### src/rtl/vga_pkg.sv
// Shared types and defaults for the per-frame update scheduler.
// Slot indices name the requesters serviced during vertical blanking.
package vga_pkg;

    typedef enum logic [2:0] {
        IDLE,
        START,
        WAIT,
        NEXT,
        DONE
    } sched_state_t;

    localparam int NUM_SLOTS_DEF = 3;
    localparam int TIMEOUT_DEF   = 255;

    localparam logic [1:0] SLOT_PADDLE = 2'd0;
    localparam logic [1:0] SLOT_BALL   = 2'd1;
    localparam logic [1:0] SLOT_SCORE  = 2'd2;

endpackage

### src/rtl/edge_detect.sv
// Registered falling-edge detector: fall pulses one cycle after
// the first clock that samples din low following a high sample.
module edge_detect (
    input  logic clck,
    input  logic reset_n,
    input  logic din,
    output logic fall
);

    logic din_q;

    always_ff @(posedge clck) begin
        if (!reset_n) begin
            din_q <= 1'b0;
            fall  <= 1'b0;
        end else begin
            din_q <= din;
            fall  <= din_q & ~din;
        end
    end

endmodule

### src/rtl/update_scheduler.sv
// Walks the enabled update slots once per vertical blanking, issuing
// a start pulse to each and waiting for its done or a timeout.
module update_scheduler
    import vga_pkg::*;
#(
    parameter int NUM_SLOTS = NUM_SLOTS_DEF,
    parameter int TIMEOUT   = TIMEOUT_DEF
) (
    input  logic                 clck,
    input  logic                 reset_n,
    input  logic                 activeLine,
    input  logic [NUM_SLOTS-1:0] slot_en,
    input  logic [NUM_SLOTS-1:0] upd_done,
    input  logic                 clr_err,
    output logic [NUM_SLOTS-1:0] upd_start,
    output logic                 busy,
    output logic [1:0]           cur_slot,
    output logic                 overrun,
    output logic                 timeout_err,
    output logic [7:0]           frame_count
);

    localparam int PW = $clog2(NUM_SLOTS + 1);
    localparam int TW = $clog2(TIMEOUT + 1);

    sched_state_t         state, state_n;
    logic [NUM_SLOTS-1:0] en_q, en_n;
    logic [PW-1:0]        ptr, ptr_n;
    logic [TW-1:0]        timer, timer_n;
    logic [1:0]           slot_n;
    logic [7:0]           fc_n;
    logic                 ovr_set, tmo_set;
    logic                 blank_start;
    logic                 found;
    logic [1:0]           pick;

    edge_detect u_edge (
        .clck    (clck),
        .reset_n (reset_n),
        .din     (activeLine),
        .fall    (blank_start)
    );

    // Lowest enabled slot at or above the search pointer.
    always_comb begin
        found = 1'b0;
        pick  = SLOT_PADDLE;
        for (int i = NUM_SLOTS - 1; i >= 0; i--) begin
            if (en_q[i] && i >= int'(ptr)) begin
                found = 1'b1;
                pick  = i[1:0];
            end
        end
    end

    always_comb begin
        state_n = state;
        en_n    = en_q;
        ptr_n   = ptr;
        timer_n = timer;
        slot_n  = cur_slot;
        fc_n    = frame_count;
        ovr_set = 1'b0;
        tmo_set = 1'b0;

        unique case (state)
            IDLE: begin
                if (blank_start) begin
                    en_n    = slot_en;
                    ptr_n   = PW'(SLOT_PADDLE);
                    state_n = NEXT;
                end
            end
            NEXT: begin
                if (found) begin
                    slot_n  = pick;
                    state_n = START;
                end else begin
                    state_n = DONE;
                end
            end
            START: begin
                timer_n = '0;
                state_n = WAIT;
            end
            WAIT: begin
                if (upd_done[cur_slot]) begin
                    ptr_n   = PW'(cur_slot) + 1'b1;
                    state_n = NEXT;
                end else if (timer == TW'(TIMEOUT - 1)) begin
                    tmo_set = 1'b1;
                    ptr_n   = PW'(cur_slot) + 1'b1;
                    state_n = NEXT;
                end else begin
                    timer_n = timer + 1'b1;
                end
            end
            DONE: begin
                fc_n    = frame_count + 8'd1;
                state_n = IDLE;
            end
            default: state_n = IDLE;
        endcase

        // Visible video resumed mid-sequence: drop everything else.
        if (activeLine && state != IDLE && state != DONE) begin
            state_n = IDLE;
            ovr_set = 1'b1;
            tmo_set = 1'b0;
        end
    end

    always_ff @(posedge clck) begin
        if (!reset_n) begin
            state       <= IDLE;
            en_q        <= '0;
            ptr         <= '0;
            timer       <= '0;
            cur_slot    <= 2'd0;
            overrun     <= 1'b0;
            timeout_err <= 1'b0;
            frame_count <= 8'd0;
        end else begin
            state       <= state_n;
            en_q        <= en_n;
            ptr         <= ptr_n;
            timer       <= timer_n;
            cur_slot    <= slot_n;
            overrun     <= ovr_set | (overrun & ~clr_err);
            timeout_err <= tmo_set | (timeout_err & ~clr_err);
            frame_count <= fc_n;
        end
    end

    assign busy = (state != IDLE);

    always_comb begin
        upd_start = '0;
        if (state == START) begin
            upd_start[cur_slot] = 1'b1;
        end
    end

endmodule

### config.mk
export PLATFORM = sky130hd
export DESIGN_NAME = update_scheduler
export DESIGN_NICKNAME = d
export VERILOG_FILES = /design/src/rtl/vga_pkg.sv /design/src/rtl/edge_detect.sv /design/src/rtl/update_scheduler.sv
export SDC_FILE = /design/constraint.sdc
export NUM_CORES = 1
export LEC_CHECK = 0
export ABC_AREA = 1
export BUFFER_PORTS_ARGS = -buffer_cell sky130_fd_sc_hd__buf_4
export CAP_MARGIN = 20
export CELL_PAD_IN_SITES_DETAIL_PLACEMENT = 2
export CELL_PAD_IN_SITES_GLOBAL_PLACEMENT = 2
export CORE_MARGIN = 10
export CORE_UTILIZATION = 27
export CTS_CLUSTER_DIAMETER = 40
export DETAILED_ROUTE_END_ITERATION = 8
export PLACE_DENSITY_LB_ADDON = 0.1
export REMOVE_ABC_BUFFERS = 1
export SYNTH_ARGS = -nofsm -noshare
export SYNTH_HDL_FRONTEND = slang
export SYNTH_SLANG_ARGS = --single-unit
### constraint.sdc
create_clock -name clck -period 1.2 [get_ports clck]
set_input_delay 0.06 -clock clck [delete_from_list [all_inputs] [get_ports clck]]
set_output_delay 0.06 -clock clck [all_outputs]
set_load 0.03 [all_outputs]
==> impl_results.html <==
<table>
<tr><th>Metric</th><th>Value</th></tr>
<tr><th colspan="2">Outcome</th></tr>
<tr><td>Result of the run</td><td>finished, violations left</td></tr>
<tr><td>Violations in the final reports</td><td>negative setup slack</td></tr>
<tr><th colspan="2">Pwr</th></tr>
<tr><td>Ratio of total power to cell area</td><td>approximately 1200 nW/um2</td></tr>
<tr><td>Max IR drop VDD</td><td>approximately 0.68 mV</td></tr>
<tr><td>Total power after layout</td><td>between 3 and 4 mW</td></tr>
<tr><td>Leakage power summed over all cells</td><td>1.15 nW</td></tr>
<tr><th colspan="2">Timing</th></tr>
<tr><td>Setup WS post-layout</td><td>-269 ps</td></tr>
<tr><td>RSZ-0062 raised after global routing</td><td>yes</td></tr>
<tr><td>Clock tree skew after final layout</td><td>13.3 ps</td></tr>
<tr><td>Number of pins with negative max-slew slack in the final report</td><td>0</td></tr>
<tr><td>Min Clock Period, post-route</td><td>1470 ps</td></tr>
<tr><td>Upper clock frequency limit</td><td>just under 700 MHz</td></tr>
<tr><td>Slew of the pin with the lowest slew margin</td><td>281 ps</td></tr>
<tr><td>Worst slew slack as a fraction of its limit</td><td>just over 80%</td></tr>
<tr><td>Post-Route Hold Slack</td><td>19.1 ps</td></tr>
<tr><td>Setup_tns</td><td>-2870 ps</td></tr>
<tr><td>Number of failing hold endpoints at the final stage</td><td>0</td></tr>
<tr><td>Post-route clock period utilization</td><td>122%</td></tr>
<tr><td>Setup violations, final</td><td>23</td></tr>
<tr><th colspan="2">Yosys</th></tr>
<tr><td>Yosys top cell area share</td><td>37.0%</td></tr>
<tr><td>Mapped Cells</td><td>236</td></tr>
<tr><td>Average instance area after synthesis</td><td>around 7 um2</td></tr>
<tr><td>Yosys warning count</td><td>0</td></tr>
<tr><td>Number of different library cells in the post-synthesis netlist</td><td>27</td></tr>
<tr><td>Flip-flop and latch count after synthesis</td><td>30</td></tr>
<tr><td>Top cells by area in the synthesized netlist</td><td>sky130_fd_sc_hd__dfxtp_1, sky130_fd_sc_hd__nand2_1, sky130_fd_sc_hd__inv_1, sky130_fd_sc_hd__nor2_1, sky130_fd_sc_hd__a21oi_1</td></tr>
<tr><td>Cell type with the highest aggregate area in the netlist</td><td>sky130_fd_sc_hd__dfxtp_1</td></tr>
<tr><td>Cell area after synthesis</td><td>between 1500 and 2000 um2</td></tr>
<tr><td>Sequential share of the synthesized area</td><td>37.0%</td></tr>
<tr><th colspan="2">Layout</th></tr>
<tr><td>Non-Filler Cell Area, Final</td><td>2820 um2</td></tr>
<tr><td>Core occupancy in the finished layout</td><td>between 40% and 50%</td></tr>
<tr><td>Number of diodes</td><td>0</td></tr>
<tr><td>Proportion of layout cells with a drive suffix above 1</td><td>51.9%</td></tr>
<tr><td>Total Nets Final</td><td>roughly 340</td></tr>
<tr><td>Commonest non-fill, non-tap cell in the layout</td><td>sky130_fd_sc_hd__buf_4</td></tr>
<tr><td>Non-filler cells in the finished layout</td><td>just under 400</td></tr>
<tr><td>Synthesis-to-layout area growth</td><td>73.5%</td></tr>
<tr><td>Commonest cells after routing, fill and taps aside</td><td>sky130_fd_sc_hd__buf_4, sky130_fd_sc_hd__nand2_1, sky130_fd_sc_hd__inv_1, sky130_fd_sc_hd__nor2_1, sky130_fd_sc_hd__dfxtp_1</td></tr>
<tr><td>Fill cell count</td><td>approximately 670</td></tr>
<tr><th colspan="2">Routing</th></tr>
<tr><td>Total via count after detailed routing</td><td>around 1900</td></tr>
<tr><td>Number of violations reported at the end of detailed-routing iteration 0</td><td>52</td></tr>
<tr><td>Detailed Routing Iterations Pass 1</td><td>4</td></tr>
<tr><td>Number of vias per cell</td><td>around 4.8</td></tr>
<tr><td>Total DRC errors in the routed layout</td><td>0</td></tr>
<tr><td>Detailed Route WL</td><td>7730 um</td></tr>
<tr><td>Average routed wire per standard cell</td><td>~19 um</td></tr>
<tr><td>Remaining antenna violation count after routing</td><td>0</td></tr>
<tr><th colspan="2">Global routing</th></tr>
<tr><td>Global-route wire length before repair</td><td>between 10000 and 15000 um</td></tr>
<tr><td>Largest net degree at the start of global routing</td><td>17</td></tr>
<tr><td>Overall fraction of global-route tracks in use</td><td>about 13%</td></tr>
<tr><td>Total gr overflow</td><td>0</td></tr>
<tr><td>Number of global-route vias before repair</td><td>between 2000 and 2500</td></tr>
<tr><td>Antenna violations before repair</td><td>0</td></tr>
<tr><th colspan="2">Setup path</th></tr>
<tr><td>Required time of the worst setup path</td><td>between 1000 and 1500 ps</td></tr>
<tr><td>CP max FO</td><td>7</td></tr>
<tr><td>Data arrival at the endpoint of the critical path</td><td>between 1500 and 2000 ps</td></tr>
<tr><td>Category of the worst setup path launch point</td><td>flip-flop</td></tr>
<tr><td>Kind of end point of the critical path</td><td>flip-flop</td></tr>
<tr><td>Critical path class</td><td>reg -&gt; reg</td></tr>
<tr><th colspan="2">Clock tree</th></tr>
<tr><td>Cts bufs inserted</td><td>5</td></tr>
<tr><td>Clk Latency, worst-skew pair</td><td>300 ps</td></tr>
<tr><td>CTS tree</td><td>yes</td></tr>
<tr><td>Clock sink total</td><td>30</td></tr>
<tr><td>CTS H-tree depth</td><td>2</td></tr>
<tr><td>Cell at the root of the clock tree</td><td>sky130_fd_sc_hd__clkbuf_8</td></tr>
<tr><td>Clock-pin transition on the worst setup and hold timing paths</td><td>~80 ps</td></tr>
<tr><td>Longest Clk Path Bufs</td><td>2</td></tr>
<tr><th colspan="2">Floorplan</th></tr>
<tr><td>Starting utilization of the core area</td><td>between 20% and 30%</td></tr>
<tr><td>Floorplan row count</td><td>28</td></tr>
<tr><td>Horiz. Die Dim</td><td>a little under 100 um</td></tr>
<tr><td>Die area</td><td>~9500 um2</td></tr>
<tr><td>Boundary Pins</td><td>26</td></tr>
<tr><td>Die Y</td><td>between 90 and 100 um</td></tr>
<tr><td>Total core area</td><td>slightly below 6000 um2</td></tr>
<tr><th colspan="2">Placement</th></tr>
<tr><td>Detailed Place HPWL</td><td>just over 4000 um</td></tr>
<tr><td>Number of placed cells counting well taps</td><td>around 370</td></tr>
<tr><td>DP Worst Slack</td><td>-206 ps</td></tr>
<tr><td>Weighted congestion at the end of routability-driven global placement</td><td>between 0.7 and 0.8</td></tr>
<tr><td>Input/output buffers</td><td>25</td></tr>
<tr><td>Placed cell area</td><td>~2200 um2</td></tr>
<tr><th colspan="2">Run</th></tr>
<tr><td>Number of maximum-capacitance violations</td><td>0</td></tr>
<tr><th colspan="2">Hold path</th></tr>
<tr><td>Hold Crit Class</td><td>in -&gt; reg</td></tr>
</table>
-- synthesized netlist by cell type --
cell type / instances
sky130_fd_sc_hd__a21oi_1: 22
sky130_fd_sc_hd__buf_2: 1
sky130_fd_sc_hd__buf_6: 1
sky130_fd_sc_hd__clkbuf_1: 2
sky130_fd_sc_hd__dfxtp_1: 30
sky130_fd_sc_hd__ha_1: 6
sky130_fd_sc_hd__inv_1: 33
sky130_fd_sc_hd__inv_2: 1
sky130_fd_sc_hd__nand2_1: 55
sky130_fd_sc_hd__nand2_2: 3
sky130_fd_sc_hd__nand2_4: 1
sky130_fd_sc_hd__nand3_1: 18
sky130_fd_sc_hd__nand3_2: 1
sky130_fd_sc_hd__nand3_4: 1
sky130_fd_sc_hd__nand3b_1: 2
sky130_fd_sc_hd__nand4_1: 5
sky130_fd_sc_hd__nor2_1: 31
sky130_fd_sc_hd__nor2_2: 1
sky130_fd_sc_hd__nor2_4: 3
sky130_fd_sc_hd__nor3_1: 3
sky130_fd_sc_hd__nor3_2: 2
sky130_fd_sc_hd__nor3_4: 1
sky130_fd_sc_hd__nor4b_1: 1
sky130_fd_sc_hd__o21ai_0: 9
sky130_fd_sc_hd__o21bai_1: 1
sky130_fd_sc_hd__xnor2_1: 1
sky130_fd_sc_hd__xor2_1: 1
-- per-layer routing --
| layer | part of all wire (%) | global-route usage [%] | vias up |
|---|---|---|---|
| met3 | 3.5 | 3.13 | 22 |
| li1 | - | - | 926 |
| met5 | 0 | 0 | - |
| met2 | 53 | 23.0 | 45 |
| met4 | 4.1 | 3.69 | 0 |
| met1 | 39 | 14.3 | 921 |
-- worst max-delay path, cell delays in order (launching register included) --
cell	delay, ps
sky130_fd_sc_hd__dfxtp_4	380
sky130_fd_sc_hd__nor2_4	160
sky130_fd_sc_hd__nand2_4	90
sky130_fd_sc_hd__nor2_4	180
sky130_fd_sc_hd__nand3_4	180
sky130_fd_sc_hd__nand2_4	160
sky130_fd_sc_hd__nand2_1	110
sky130_fd_sc_hd__a21oi_2	150
-- worst paths after layout --
check             slack (ps)               startpoint                      to  cells past startpoint
setup reg to reg        -270    state[0]$_SDFFE_PP0P_   timer[0]$_SDFFE_PN0P_                      7
setup / recovery        -270    state[0]$_SDFFE_PP0P_   timer[0]$_SDFFE_PN0P_                      7
hold / removal            20                  clr_err      overrun$_SDFF_PN0_                      4
hold reg to reg          430  u_edge.din_q$_SDFF_PN0_  u_edge.fall$_SDFF_PN0_                      2
-- flip-flops by register name, summed over array words and instances (netlist names) --
register / count
state: 3
timer: 8
timeout_err: 1
ptr: 2
overrun: 1
en_q: 3
cur_slot: 2
frame_count: 8
u_edge.din_q: 1
u_edge.fall: 1
-- what timing repair did --
| action | CTS | global route |
|---|---|---|
| setup buffers | 9 | 9 |
| gates cloned | 1 | 0 |
| hold buffers | 1 | 0 |
| resized for setup | 58 | 64 |
| pin swaps | 18 | 23 |
| endpoints found under the hold margin | 2 | 0 |
| setup endpoints to repair | 31 | 29 |
-- where the power goes --
| part | leakage [nW] | total (mW) | internal [mW] | switching (mW) |
|---|---|---|---|---|
| Combinational | 0.857 | 1.22 | 0.523 | 0.699 |
| Sequential | 0.249 | 1.12 | 1.04 | 0.0730 |
| Clock | 0.0482 | 0.911 | 0.463 | 0.447 |
-- logic make-up (layout without fill, tap and decap cells) --
logic type,after synthesis,after routing,synth area share (%)
flops,30,30,37.0
simple gates,128,129,38.0
fa+ha+maj,6,6,4.62
xor+xnor,2,2,1.08
buf+inv,38,123,9.32
compound gates,32,32,10.0
-- final cells by class --
class                   instances  area (um2)  share of cell area (%)
multi-input cells             169        1180                    42.0
well taps                      75        93.8                    3.33
clock inverters                 1        5.00                   0.178
flip-flops and latches         30         627                    22.2
clock buffers                   7        86.3                    3.06
inverters                      34         143                    5.06
repair buffers                 81         679                    24.1
(Power assumes the default switching activity.)
